File: src/rtl/dcim_out_quant.sv
// Output quantizer for the digital CIM macro: bias add, arithmetic shift, saturate, optional ReLU, small output FIFO.
// Optional build macro DCIM_OUT_ROUND_EN selects round-half-up instead of floor truncation.
module dcim_out_quant #(
   parameter int ACC_WIDTH  = 51,
   parameter int OUT_WIDTH  = 8,
   parameter int FIFO_DEPTH = 4
) (
   input  logic                 clk,
   input  logic                 rst,
   input  logic [ACC_WIDTH-1:0] nout,
   input  logic                 op_done,
   input  logic [ACC_WIDTH-1:0] bias,
   input  logic [5:0]           shift,
   input  logic                 relu_en,
   output logic [OUT_WIDTH-1:0] q_data,
   output logic                 q_valid,
   input  logic                 q_ready,
   output logic                 overflow,
   output logic                 sat
);

   localparam int SUM_W = ACC_WIDTH + 1;
   localparam int EXT_W = ACC_WIDTH + 2;
   localparam int PTR_W = $clog2(FIFO_DEPTH);

   localparam logic signed [EXT_W-1:0] Q_MAX =
      {{(EXT_W-OUT_WIDTH+1){1'b0}}, {(OUT_WIDTH-1){1'b1}}};
   localparam logic signed [EXT_W-1:0] Q_MIN =
      {{(EXT_W-OUT_WIDTH+1){1'b1}}, {(OUT_WIDTH-1){1'b0}}};
   localparam logic [PTR_W:0] PTR_ONE = {{PTR_W{1'b0}}, 1'b1};

   // Stage 1: bias add, sampled alongside the per-op shift and ReLU controls
   logic                    s1_valid;
   logic signed [SUM_W-1:0] s1_sum;
   logic [5:0]              s1_shift;
   logic                    s1_relu;

   // NOTE: sequential state uses non-blocking assignments so every register samples pre-edge values.
   always_ff @(posedge clk) begin
      if (rst) begin
         s1_valid <= 1'b0;
         s1_sum   <= '0;
         s1_shift <= '0;
         s1_relu  <= 1'b0;
      end else begin
         s1_valid <= op_done;
         if (op_done) begin
            s1_sum   <= {nout[ACC_WIDTH-1], nout} + {bias[ACC_WIDTH-1], bias};
            s1_shift <= shift;
            s1_relu  <= relu_en;
         end
      end
   end

   // Stage 2 datapath: one extra bit of headroom so the rounding add cannot wrap
   logic signed [EXT_W-1:0] s2_ext;
   logic signed [EXT_W-1:0] s2_rnd;
   logic signed [EXT_W-1:0] s2_shifted;
   logic [OUT_WIDTH-1:0]    s2_next;
   logic                    s2_clip;

   // NOTE: every always_comb output gets a default first, so no path can infer a latch.
   always_comb begin
      s2_ext     = {s1_sum[SUM_W-1], s1_sum};
      s2_rnd     = s2_ext;
      s2_shifted = '0;
      s2_next    = '0;
      s2_clip    = 1'b0;

`ifdef DCIM_OUT_ROUND_EN
      if (s1_shift != 6'd0) begin
         s2_rnd = s2_ext + (EXT_W'(1) << (s1_shift - 6'd1));
      end
`else
      s2_rnd = s2_ext;
`endif

      s2_shifted = s2_rnd >>> s1_shift;

      if (s2_shifted > Q_MAX) begin
         s2_next = Q_MAX[OUT_WIDTH-1:0];
         s2_clip = 1'b1;
      end else if (s2_shifted < Q_MIN) begin
         s2_next = Q_MIN[OUT_WIDTH-1:0];
         s2_clip = 1'b1;
      end else begin
         s2_next = s2_shifted[OUT_WIDTH-1:0];
      end

      // ReLU runs after saturation and does not count as clipping
      if (s1_relu && s2_next[OUT_WIDTH-1]) begin
         s2_next = '0;
      end
   end

   logic                 s2_valid;
   logic [OUT_WIDTH-1:0] s2_data;

   always_ff @(posedge clk) begin
      if (rst) begin
         s2_valid <= 1'b0;
         s2_data  <= '0;
         sat      <= 1'b0;
      end else begin
         s2_valid <= s1_valid;
         if (s1_valid) begin
            s2_data <= s2_next;
         end
         if (s1_valid && s2_clip) begin
            sat <= 1'b1;
         end
      end
   end

   // Output FIFO: pointers carry one extra wrap bit to tell full from empty
   logic [OUT_WIDTH-1:0] mem [FIFO_DEPTH];
   logic [PTR_W:0]       wr_ptr;
   logic [PTR_W:0]       rd_ptr;
   logic                 fifo_empty;
   logic                 fifo_full;
   logic                 do_pop;
   logic                 do_push;
   logic                 do_drop;

   assign fifo_empty = (wr_ptr == rd_ptr);
   assign fifo_full  = (wr_ptr[PTR_W] != rd_ptr[PTR_W]) &&
                       (wr_ptr[PTR_W-1:0] == rd_ptr[PTR_W-1:0]);
   assign do_pop     = q_valid && q_ready;
   assign do_push    = s2_valid && (!fifo_full || do_pop);
   assign do_drop    = s2_valid && fifo_full && !do_pop;

   assign q_valid = !fifo_empty;
   assign q_data  = fifo_empty ? '0 : mem[rd_ptr[PTR_W-1:0]];

   always_ff @(posedge clk) begin
      if (rst) begin
         wr_ptr   <= '0;
         rd_ptr   <= '0;
         overflow <= 1'b0;
      end else begin
         if (do_push) begin
            wr_ptr <= wr_ptr + PTR_ONE;
         end
         if (do_pop) begin
            rd_ptr <= rd_ptr + PTR_ONE;
         end
         if (do_drop) begin
            overflow <= 1'b1;
         end
      end
   end

   // NOTE: storage has no reset; emptiness is tracked by the pointers and q_data is forced to 0 when empty.
   always_ff @(posedge clk) begin
      if (do_push) begin
         mem[wr_ptr[PTR_W-1:0]] <= s2_data;
      end
   end

endmodule

File: config.mk
export PLATFORM = sky130hd
export DESIGN_NAME = dcim_out_quant
export DESIGN_NICKNAME = d
export VERILOG_FILES = /design/src/rtl/dcim_out_quant.sv
export SDC_FILE = /design/constraint.sdc
export NUM_CORES = 1
export LEC_CHECK = 0
export ABC_CLOCK_PERIOD_IN_PS = 3900
export CAP_MARGIN = 20
export CORE_ASPECT_RATIO = 1.4
export CORE_MARGIN = 1
export CORE_UTILIZATION = 35
export CTS_BUF_LIST = sky130_fd_sc_hd__clkbuf_16
export DETAILED_ROUTE_END_ITERATION = 8
export PLACE_DENSITY = 0.53
export SLEW_MARGIN = 10
export SYNTH_ARGS = -nofsm -noshare
export SYNTH_HDL_FRONTEND = slang
export SYNTH_SLANG_ARGS = --single-unit
File: constraint.sdc
create_clock -name clk -period 3.9 [get_ports clk]
set_input_delay 0.39 -clock clk [delete_from_list [all_inputs] [get_ports clk]]
set_output_delay 0.39 -clock clk [all_outputs]
set_load 0.1 [all_outputs]
# After elaboration in Yosys (flattened, before gate mapping)
# Memory sizes are Yosys's and may differ from the RTL's. A register that Yosys moved wholly into a read port is not among the register bits.
# Cells that the tools add are included.
# Widths: inputs -> output; s select.
# totals
inputBits	113
n_memories	1
mem_bits_rw	32
register_bits	77
out_inout_bits	11
# memory_table
memory	words	width	rd	rd_clocked_by_memory_dff	wr	line_no	source
mem	4	8	1	1	1	116	logic [OUT_WIDTH-1:0] mem [FIFO_DEPTH];
# classes
muxes	10
n_eq_ne	3
addsub	3
shifts	1
reduce_logical	11
order_cmp	2
# op_table
cell	count
$gt 53x8->1 const B	1
$lt 53x8->1 const B	1
$sshr 52x6->53	1
$add 51x51->52	1
$mux 8	4
$logic_and 1x1->1	7
$add 3x1->3 const B	2
$mux 1	4
$mux 2	2
$eq 3x3->1	1
$logic_not 1->1	3
$eq 2x2->1	1
$logic_or 1x1->1	1
$ne 1x1->1	1

# Logic depth before layout (Yosys ltp)
# Gate-level depths: netlist of the first run.
# logic_depth
depth_word	7
mapped_depth	15
mapped_depth_nobuf	13

# Least setup slack after synthesis of the first run
# OpenSTA, ideal clock, no wires.
# synth_timing
path_type	input to register
from	input port nout[0]
to	register s1_sum[38]
t_required_ns	3.783
slack_ns	0.470
path_buffers	0
cell_stages	13
t_arrival_ns	3.313
setup_time_ns	0.117
path_cell_list	ha_1 inv_1 fa_1 and2b_1 o2111ai_1 a32oi_1 a221oi_1 or4_1 a211o_1 a21oi_1 o2111a_1 o21ai_0 a32o_1
# synth_between
elab_chain_len	1
# synth_rtl
element	line_no	source
start, declared	10	input logic [ACC_WIDTH-1:0] nout,
$add 51x51->52	48	s1_sum <= {nout[ACC_WIDTH-1], nout} + {bias[ACC_WIDTH-1], bias};
end signal, assigned	48	
end, declared	34	logic signed [SUM_W-1:0] s1_sum;
# Every way passes these cells.
# A chain may end at the register's enable or synchronous reset.

# Final worst setup path of the first run
# layout_timing
from	input port nout[0]
to	register s1_sum[50]
# The elaborated chain is that of the path after synthesis.

==> results of run 1 <==
## power by group
group          switching [W]  internal [W]
clock               0.000525      0.000476
sequential          0.000169       0.00127
combinational        0.00102      0.000881
## state kept, by name, summed over array words and instances, names as in the netlist, named ones only
signal,count
rd_ptr,3
s2_data,8
overflow,1
s1_relu,1
sat,1
s1_valid,1
mem,32
s1_shift,6
s2_valid,1
wr_ptr,3
s1_sum,52
## path summary, 6_finish.rpt
| kind | start | to |
|---|---|---|
| worst max-delay path | nout[0] | s1_sum[50] |
| worst max register to register | s1_shift[1] | s2_data[3] |
| worst min register to register | sat | sat |
| worst min-delay path | sat | sat |
## layer usage
layer | track usage, % | vias to the layer above | part of all wire (%)
met2 | 42.4 | 297 | 53
met3 | 1.69 | 75 | 2.9
met5 | 0 | - | 0
met1 | 25.7 | 5232 | 40
met4 | 9.67 | 0 | 3.8
li1 | - | 5177 | -
## metrics by stage
| stage | util, % | setup slack (ns) |
|---|---|---|
| 2_1_floorplan | - | 0.470 |
| 3_3_place_gp | 41.5 | -0.224 |
| 3_5_place_dp | 41.5 | -0.260 |
| 4_1_cts | 42.5 | 0.101 |
| 5_1_grt | 42.6 | 0.0204 |
| 6_report | 42.6 | 0.192 |
## area by class of cell
class	count	area [sq um]
inverter	37	139
multi-input combinational	1045	8420
tap	440	551
sequential	111	2550
clock inverter	7	93.8
timing repair buffer	199	1850
fill	3288	18700
clock buffer	9	225
## cells in the mapped netlist, drive strengths merged (7+ instances only)
master	count	area share, %
clkbuf	45	1.5
a21oi	90	3.9
a21o	38	2.5
nand3	22	0.95
a32oi	8	0.60
nand4	11	0.59
a211oi	26	1.7
nor2b	20	1.1
xnor2	23	1.7
o21bai	11	0.71
mux2	62	6.1
o21a	11	0.71
nor4	12	0.76
or2	7	0.38
a31oi	14	0.76
xor2	14	1.1
edfxtp	32	8.3
nand2	94	3.0
mux4	74	14
nor3	30	1.3
o21ai	64	2.8
dfxtp	79	14
mux2i	65	5.6
and3	10	0.54
ha	56	6.0
o211ai	10	0.65
nor2	118	3.8
or3	12	0.65
inv	33	1.1
nand2b	26	1.4
buf	46	2.8
o31ai	9	0.58
## timing repair
item,4_1_cts,5_1_grt
endpoints found under the setup margin,0,9
hold buffers,0,0
gates resized for setup,0,3
buffers inserted,0,1
## logic make-up after synthesis
kind of cell	count (synthesis)	share of synthesized area, %
and+or+nand+nor	387	16.2
DFF	111	21.9
muxes	201	26.0
adders and majority gates	57	6.21
xor gates and xnor gates	37	2.79
AOI/OAI and AO/OA	363	21.3
buffers and inverters	128	5.52
## worst register-to-register path: stages (launching register included)
cell,delay [ns]
dfxtp_4,0.65
mux4_2,0.58
mux2i_1,0.35
a21oi_1,0.26
a22o_1,0.30
or3_1,0.34
nor4_2,0.31
a41oi_2,0.28
o21ai_1,0.26
a21oi_1,0.09
==> results.toml, run 1 <==
[critical_path]
crit_fanout = 3
cp_data_arrival_time_ns = 3.97
crit_required_ns = 4.16
crit_buf_inv = 2
cp_cell_sequence = "clkdlybuf4s50_1, ha_1, inv_1, fa_1, and2b_1, o2111ai_1, a32oi_1, a221oi_1, or4_4, a211o_1, a21oi_1, o41ai_1, and3_1, a211o_1"
critPathSlowestCell = "or4_4"
crit_family = "compound AO/OA/AOI/OAI gates"
slowest_delay_ns = 0.54
endpoint_kind = "flip-flop"
cp_num_cells = 14
rrSetupSlack_ns = 0.35
setup.worst_path.class = "in2reg"
startpoint_type = "input pin"
cp_common_cell = "a211o_1"
r2r_cells = 9

[sta]
rsz0062_at_grt = "no"
whs_ns = 0.468
period_share_pct = 95.1
tns_ns = 0
setup_viol = 0
max_freq_ghz = 0.270
hold_viol = 0
max_slew_margin_pct = 35.5
slew_violations = 0
period_needed_ns = 3.71
worstMarginPinSlew_ns = 0.965
skew_ns = 0.0169

[logic_synthesis]
synthFlopType = "dfxtp_1"
synth-edff-count = 32
ys_async_sr_fraction_pct = 0
yosys.cell_types.count = 89
netlist_area_sq_mm = 0.0116
syn_avg_cell_area_sq_um = 9.03
synthCells = 1284
yosysWarnings = 0
synth-seq-area-share_pct = 21.9
syn-num-nets = 1454
ys_seq_elements = 111

[finish]
fin_cells = 1848
stdcell_area_sq_mm = 0.0138
n_antenna_cell = 0
layout_commonest_cell = "clkdlybuf4s50_1"
layout.nets = 1573
area_growth_pct = 19.3
final_cell_mix = "clkdlybuf4s50_1 (121), nor2_1 (118), nand2_1 (94)"
drive_gt1_share_pct = 17.9

[detailed_routing]
drc = 0
drt_iter0_drc = 668
wl_per_cell_um = 20.3
vias_per_cell = 5.83
routed-via-count = 10781
firstDrtPassIters = 9
ant_nets = 0
drt-total-wl_mm = 37.5

[job]
max-cap-violations = 0

[cts]
cts.sink_count = 111
cts.htree.levels = 3
tritoncts = "built"
cts_buffers = 9
cts_buffer_depth = 2
clk_pin_slew_ns = 0.09
clockRootBuffer = "clkbuf_16"
clkLatencyLatePin_ns = 0.38

[floorplan]
initial_core_util_pct = 35.7
ios = 124
core_sq_mm = 0.0325
rows = 78
die-area_sq_mm = 0.0339
die_h_um = 217
die_w_um = 156

[grt]
grt_first_pass_wirelength_mm = 59.9
grt_overflow = 0
grtUsageTotal_pct = 22.5
grt_max_degree = 73
grt_pass1_vias = 10820
antenna_found_initial = 0

[min_path]
worstHoldPathCells = 2
min_path_type = "reg2reg"

[place]
dp.cells = 1831
place_hpwl_mm = 29.9
numPortBuffers = 123
placed_area_sq_mm = 0.0135
gp_congestion = 0.939

[power]
power_w = 0.00434
powerDensity_mw_per_mm2 = 313
ir_drop_mv = 0.190
p_leak_nw = 5.32

[status]
status = "complete, no violations"
No activity file was read; power rests on OpenSTA's default activity.
==> inputs of run 2 (changes only) <==
- CORE_ASPECT_RATIO: 1.4 -> 1.5
==> run 2 against run 1 <==
  * Count of clock-buffer cells in the layout is the same
  * Worst setup slack improved by 0.032 ns
  * Global-route usage grew 0.70 points
  * Power decreased by 1.0%
  * Combinational power is 3% higher
  * Clock power fell by 9%
  * Largest power group unchanged
  * Wire length grew 2.6%
  * Utilization barely moved
  * Sequential cell count is the same
  * Cell count down 0.38%
  * Non-clock buffer count up 18
==> results.toml, run 2 (synthesis gave the netlist of run 1 again) <==
[status]
status = "complete, no violations"

[grt]
grt_overflow = 0
antenna_found_initial = 0
grtUsageTotal_pct = 23.2
grt_first_pass_wirelength_mm = 60.5
grt_pass1_vias = 10678
grt_max_degree = 73

[cts]
cts_hold_buffers = 0
cts.sink_count = 111
cts_buffer_depth = 2
cts_buffers = 9
tritoncts = "built"
cts.htree.levels = 3
clk_pin_slew_ns = 0.08
clockRootBuffer = "clkbuf_16"
clkLatencyLatePin_ns = 0.37

[finish]
final_cell_mix = "clkdlybuf4s50_1 (121), nor2_1 (118), nand2_1 (94)"
multi_input_area_sq_mm = 0.00843
seq_area_sq_mm = 0.00255
largest_reg_flops = 52
fill_cells = 3290
drive_gt1_share_pct = 18.9
area_growth_pct = 19.8
layout.nets = 1591
n_antenna_cell = 0
layout_commonest_cell = "clkdlybuf4s50_1"
final_util_pct = 42.6
regMostFlops = "s1_sum"

[job]
max-cap-violations = 0

[min_path]
worstHoldStart = "sat"
worstHoldPathCells = 2
whs_endpoint = "sat"
min_path_type = "reg2reg"

[sta]
worstMarginPinSlew_ns = 0.971
slew_violations = 0
max_freq_ghz = 0.272
setup_viol = 0
skew_ns = 0.00785
max_slew_margin_pct = 35.1
rsz0062_at_grt = "no"
period_needed_ns = 3.68
hold_viol = 0
period_share_pct = 94.2

[critical_path]
crit_required_ns = 4.21
critPathSlowestCell = "or4_4"
r2r_cells = 10
r2r-start = "s1_shift[3]"
crit_family = "compound AO/OA/AOI/OAI gates"
cp_num_cells = 14
crit_buf_inv = 2
cp_cell_sequence = "clkdlybuf4s50_1, ha_1, inv_1, fa_1, and2b_1, o2111ai_1, a32oi_1, a221oi_1, or4_4, a211o_1, a21oi_2, o41ai_1, a2111o_1, nand3_1"
setup.worst_path.class = "in2reg"
startpoint_type = "input pin"
endpoint_kind = "flip-flop"
slowest_delay_ns = 0.56
rr_endpoint = "s2_data[3]"
crit_fanout = 4
cp_data_arrival_time_ns = 3.99
rrSetupSlack_ns = 0.36

[power]
seqPwrFrac_pct = 33.3
ir_drop_mv = 0.189
power.internal_w = 0.00261
switchingPower_w = 0.00168
p_leak_nw = 5.40
power_frac_clock_pct = 21.3
power_w = 0.00429
pwr-share-comb_pct = 45.4
powerDensity_mw_per_mm2 = 309
p_sw_share_pct = 39.1

[place]
gp_congestion = 0.942
numPortBuffers = 123
place_hpwl_mm = 30.8

[detailed_routing]
drt_iter0_drc = 653
ant_nets = 0
drc = 0
routed-via-count = 10793
drt-total-wl_mm = 38.5
wl_per_cell_um = 20.9
vias_per_cell = 5.86
firstDrtPassIters = 5

[floorplan]
die_h_um = 225
ios = 124
core_sq_mm = 0.0326
initial_core_util_pct = 35.5
die-area_sq_mm = 0.0339
rows = 81
die_w_um = 151
==> run 2: cell types whose count changed in the layout (fill, tap and decap cells not counted), moves of 2 or more <==
cell and delta:
inv_12 -3, buf_12 -4, buf_4 +20, buf_16 +2
==> run 2: worst register-to-register path: cells and delay by family, from the launching register on <==
family	cells	cell delay, ns
AO/OA/AOI/OAI	4	0.88
buffers and inverters	1	0.26
flip-flops	1	0.58
multiplexers	3	1.26
AND/OR/NAND/NOR	2	0.42
==> run 2: final cells by class <==
cell class	instances	share of cell area (%)
inverters	37	0.999
clock buffers	9	1.62
multi-input cells	1045	60.6
clock inverters	7	0.387
flip-flops and latches	111	18.4
well taps	415	3.74
repair buffers	217	14.2
==> run 2: power by group through the flow <==
stage | Clock (W) | Combinational, W | Sequential [W]
after detailed placement | 0 | 0.00192 | 0.00146
after floorplan | 0 | 0.00134 | 0.00137
final | 0.000914 | 0.00195 | 0.00143
after CTS | 0.000938 | 0.00193 | 0.00143
after global routing | 0.000979 | 0.00210 | 0.00145
after global placement | 0 | 0.00192 | 0.00146
==> run 2: routing by layer <==
layer	GRT usage [%]	part of all wire [%]	vias to the layer above
li1	-	-	5212
met1	26.6	39	5203
met2	42.6	53	287
met3	1.90	2.8	91
met4	11.4	5.2	0
met5	0	0	-
==> run 2: worst max-delay path by stage <==
stage                     startpoint         end  slack (ns)
final                        nout[0]  s1_sum[40]        0.22
after global routing         nout[0]  s1_sum[50]       0.009
after CTS                    nout[0]  s1_sum[40]        0.06
after detailed placement     nout[0]  s1_sum[40]       -0.31
after global placement       nout[0]  s1_sum[40]       -0.27
after floorplan              nout[0]  s1_sum[38]        0.47
==> run 2: per-stage QoR <==
| stage | area (sq um) | setup slack (ns) | TNS [ns] | hold slack [ns] | std cells |
|---|---|---|---|---|---|
| 2_1_floorplan | 11600 | 0.470 | 0 | 0.454 | 1284 |
| 3_3_place_gp | 13600 | -0.267 | -1.44 | 0.450 | 1823 |
| 3_5_place_dp | 13600 | -0.307 | -1.66 | 0.446 | 1823 |
| 4_1_cts | 13800 | 0.0589 | 0 | 0.456 | 1839 |
| 5_1_grt | 13900 | 0.00872 | 0 | 0.477 | 1841 |
| 6_report | 13900 | 0.224 | 0 | 0.449 | 1841 |
==> run 2: what timing repair did <==
| item | 4_1_cts | 5_1_grt |
|---|---|---|
| buffers inserted | 0 | 2 |
| gates resized for setup | 0 | 4 |
| setup endpoints to repair | 0 | 13 |
